<file path="src/rtl/operand_fetch.sv">
// operand_fetch: register file, RAW pending scoreboard and registered operand issue to the ALU
module operand_fetch #(
    parameter int WIDTH = 16,
    parameter int AW    = 3
) (
    input  logic             clk,
    input  logic             rst,
    input  logic             in_valid,
    output logic             in_ready,
    input  logic [3:0]       in_code,
    input  logic [AW-1:0]    in_src_sel,
    input  logic [AW-1:0]    in_dst_sel,
    input  logic             in_imm_en,
    input  logic [WIDTH-1:0] in_imm,
    input  logic             in_wr_en,
    input  logic [AW-1:0]    in_wr_sel,
    output logic             out_valid,
    input  logic             out_ready,
    output logic [3:0]       out_code,
    output logic [WIDTH-1:0] out_src,
    output logic [WIDTH-1:0] out_dst,
    output logic             out_wr_en,
    output logic [AW-1:0]    out_wr_sel,
    input  logic             wb_en,
    input  logic [AW-1:0]    wb_sel,
    input  logic [WIDTH-1:0] wb_data,
    input  logic             flg_we,
    input  logic [7:0]       flg_in,
    output logic [7:0]       flags
);
    localparam int N = 2**AW;
    localparam logic [N-1:0] ONE = {{(N-1){1'b0}}, 1'b1};

    logic [WIDTH-1:0] regs [N];
    logic [N-1:0]     pending, clr, set;
    logic             src_byp, dst_byp, wr_byp, hazard, accept;
    logic [WIDTH-1:0] src_val, dst_val;

    always_comb begin
        src_byp = wb_en && wb_sel == in_src_sel;
        dst_byp = wb_en && wb_sel == in_dst_sel;
        wr_byp  = wb_en && wb_sel == in_wr_sel;
        src_val = (in_src_sel == '0) ? '0 : src_byp ? wb_data : regs[in_src_sel];
        dst_val = in_imm_en ? in_imm : (in_dst_sel == '0) ? '0 : dst_byp ? wb_data : regs[in_dst_sel];
        hazard  = (pending[in_src_sel] && !src_byp) ||
                  (!in_imm_en && pending[in_dst_sel] && !dst_byp) ||
                  (in_wr_en && pending[in_wr_sel] && !wr_byp);
        in_ready = (!out_valid || out_ready) && !hazard;
        accept   = in_valid && in_ready;
        clr = wb_en ? ONE << wb_sel : '0;
        // a new producer claiming the register outranks a retiring one in the same cycle
        set = (accept && in_wr_en && in_wr_sel != '0) ? ONE << in_wr_sel : '0;
    end

    always_ff @(posedge clk or posedge rst) begin
        if (rst) begin
            for (int i = 0; i < N; i++) regs[i] <= '0;
        end else if (wb_en && wb_sel != '0) begin
            regs[wb_sel] <= wb_data;
        end
    end

    always_ff @(posedge clk or posedge rst) begin
        if (rst) begin
            pending    <= '0;
            flags      <= '0;
            out_valid  <= 1'b0;
            out_code   <= '0;
            out_src    <= '0;
            out_dst    <= '0;
            out_wr_en  <= 1'b0;
            out_wr_sel <= '0;
        end else begin
            pending <= (pending & ~clr) | set;
            if (flg_we) flags <= flg_in;
            if (accept) begin
                out_valid  <= 1'b1;
                out_code   <= in_code;
                out_src    <= src_val;
                out_dst    <= dst_val;
                out_wr_en  <= in_wr_en;
                out_wr_sel <= in_wr_sel;
            end else if (out_ready) begin
                out_valid <= 1'b0;
            end
        end
    end
endmodule

</file>
<file path="config.mk">
export PLATFORM = sky130hd
export DESIGN_NAME = operand_fetch
export DESIGN_NICKNAME = d
export VERILOG_FILES = /design/src/rtl/operand_fetch.sv
export SDC_FILE = /design/constraint.sdc
export NUM_CORES = 1
export LEC_CHECK = 0
export ABC_AREA = 1
export BUFFER_PORTS_ARGS = -buffer_cell sky130_fd_sc_hd__buf_2
export CAP_MARGIN = 15
export CORE_UTILIZATION = 47
export CTS_CLUSTER_DIAMETER = 60
export DETAILED_ROUTE_END_ITERATION = 8
export GPL_ROUTABILITY_DRIVEN = 0
export GPL_TIMING_DRIVEN = 0
export PLACE_DENSITY = 0.74
export SYNTH_ARGS = -nofsm -noshare
export SYNTH_HDL_FRONTEND = slang
export SYNTH_SLANG_ARGS = --single-unit
</file>
<file path="constraint.sdc">
create_clock -name clk -period 6.18 [get_ports clk]
set_input_delay 0.309 -clock clk [delete_from_list [all_inputs] [get_ports clk]]
set_output_delay 0.309 -clock clk [all_outputs]
set_load 0.02 [all_outputs]
</file>
==> flow_metrics.tcl <==
set metrics [dict create \
    worst_pin_slew_ns 0.831 \
    drive_gt1_share_pct 11.8 \
    rsz0062_at_grt "false" \
    drtIter0Drc 1517 \
    status "finished clean" \
    grt_pass1_vias 9453 \
    whs_ns 0.0767 \
    clock_skew_ns 0.00949 \
    rows 52 \
    dp_cells 1684 \
    post_cts_buffers 0 \
    p_total_mw 3.71 \
    slew_headroom_pct 44.6 \
    vias 10152 \
    track_usage_pct 31.1 \
    synth_top_cell_by_area "dfrtp_1" \
    synth-seq-cells 185 \
    dp.final_hpwl_um 23700 \
    drcViolationCount 0 \
    ys_warn_count 0 \
    antenna_found_initial 0 \
    syn2layout_area_growth_pct 15.8 \
    drv_slew 0 \
    num_antenna_cells 0 \
    cts.sinks 185 \
    synthFlopType "dfrtp_1" \
    syn_nets 1371 \
    gr-total-overflow 0 \
    synth-async-reset-ratio_pct 100 \
    cp-start-kind "primary input" \
    synth_most_common_cell "nand2_1" \
    synthTopCellsByArea "dfrtp_1 (48%), nand2_1 (16%), o21ai_0 (11%), a21oi_1 (4.0%), clkbuf_1 (3.2%)" \
    root_buffer "clkbuf_16" \
    wl_per_cell_um 19.0 \
    nets 1498 \
    path_class "in -> out" \
    synth.distinct_cells 27 \
    fillCellCount 1927 \
    path_clk_slew_ns 0.07 \
    path_cells "buf_2 > clkbuf_1 > nand2_1 > o21ai_1 > nor2_1 > nand2_1 > nand3_1 > nand2_1 > nor2_1 > buf_2" \
    cp_top_family "buffers and inverters" \
    layoutNonFillerInstCount 1716 \
    multi_input_area_um2 4330 \
    hold_viol 0 \
    peakVddDrop_mv 0.184 \
    initial_core_util_pct 48.0 \
    finalCritPeriodShare_pct 36.7 \
    power_per_cell_area_nw_per_um2 330 \
    tns_ns 0 \
    min_path_type "in -> reg" \
    synthCells 1307 \
    slowest_stage "clkbuf_1" \
    clockBufferDepth 2 \
    grt_max_degree 128 \
    wirelength_um 32500 \
    crit_path_max_fanout 10 \
    worst_setup_path_end_kind "output pin" \
    critPathBufInv 3 \
    reg2reg_from "pending[7]$_DFF_PP0_" \
    netlist_top_cells_count "nand2_1 (415), o21ai_0 (211), dfrtp_1 (185), clkbuf_1 (83), a21oi_1 (78)" \
    avgSynthCellArea_um2 7.44 \
    leakagePower_nw 5.49 \
    synth_seq_area_share_pct 47.6 \
    worst_slack_ns 3.91 \
    drv_cap 0 \
    fmax_mhz 440 \
    grt_pass1_wl_um 51400 \
    cts_resized 0 \
    setup_viol 0 \
    cts_inserted_buffers 17 \
    fin_crit_ns 2.27 \
    die_x_um 146 \
    crit_top_cell "nand2_1" \
    cp.required_ns 5.87 \
    hp-start "in_code[2]" \
    critPathMaxStageDelay_ns 0.62 \
    firstDrtPassIters 7 \
    regArea_um2 4630 \
    dp_slack_ns 3.69 \
    die_y_um 146 \
    ctsHoldBuffers 1 \
    synth_edf_count 0 \
    port-buffer-count 106 \
    crit_start "in_dst_sel[1]" \
    viasPerCell 5.92 \
    core_area_um2 20200 \
    synth_top_cell_area_share_pct 47.6 \
    netlist_area_um2 9720 \
    insertion_delay_ns 0.44 \
    die_area_um2 21300 \
    cts_tree "built" \
    ant_nets 0 \
    io_pins 114 \
    h-tree-depth 4 \
    cp.arrival_ns 1.96 \
]
-- worst min-delay path: stages --
cell and delay (ns):
buf_2 0.07, nand2_1 0.04, nand2_1 0.06
-- metrics by stage --
step,util [%],area [um2]
2_1_floorplan,-,9720
3_3_place_gp,52.3,10600
3_5_place_dp,52.5,10600
4_1_cts,55.6,11300
5_1_grt,55.6,11300
6_report,55.6,11300
-- per-layer routing --
layer | wire length [um] | up-vias | track usage, %
met5 | 0 | - | 0
met4 | 1650 | 0 | 16.4
met3 | 3860 | 149 | 7.08
met2 | 14200 | 771 | 47.3
met1 | 12800 | 4642 | 41.6
li1 | - | 4590 | -
-- final timing paths --
kind,end,slack [ns],cells past startpoint
worst max-delay path,in_ready,3.91,10
worst min-delay path,out_code[2]$_DFFE_PP0P_,0.08,3
worst max register to register,pending[6]$_DFF_PP0_,4.24,10
worst min register to register,regs[125]$_DFFE_PP0P_,0.46,1
max in group asynchronous,regs[71]$_DFFE_PP0P_,4.73,4
min in group asynchronous,out_wr_sel[1]$_DFFE_PP0P_,0.42,3
-- report_power, final --
group | total (mW) | switching, mW | leakage, nW | internal [mW]
Combinational | 0.908 | 0.599 | 2.84 | 0.309
Clock | 1.18 | 0.495 | 0.293 | 0.682
Sequential | 1.62 | 0.171 | 2.35 | 1.45
Total | 3.71 | 1.27 | 5.49 | 2.44
-- area by class of cell --
cell class | count | share of cell area (%)
Buffer | 111 | 4.21
Multi-Input combinational cell | 935 | 38.4
Sequential cell | 185 | 41.1
Clock buffer | 19 | 3.85
Clock inverter | 12 | 1.68
Inverter | 76 | 2.62
Timing Repair Buffer | 108 | 5.05
Tap cell | 270 | 3.00
-- kinds of logic after synthesis --
logic type	count (synthesis)	synth area share, %
AND/OR/NAND/NOR	570	23.8
AO/OA/AOI/OAI	357	19.8
multiplexers	8	0.927
flip-flops	185	47.6
buffers and inverters	187	7.84
-- registers in the layout, summed over array words and instances, names as in the netlist --
signal,flops
regs,128
out_dst,16
out_src,16
flags,8
pending,8
out_code,4
out_wr_sel,3
out_valid,1
out_wr_en,1
-- placed cells by master, fill, tap and decap left out, types with 5 or more instances in the layout --
cell,n
nor3_1,28
clkbuf_1,85
mux2_2,8
nand2_1,415
dfrtp_1,185
nand4_1,20
nor2_1,50
o211ai_1,29
a21oi_1,78
buf_2,113
buf_1,12
a31oi_1,17
clkbuf_16,17
o21ai_0,211
a22oi_1,13
nand3_1,55
inv_1,69
buf_4,5
No activity file was read; power rests on OpenSTA's default activity.
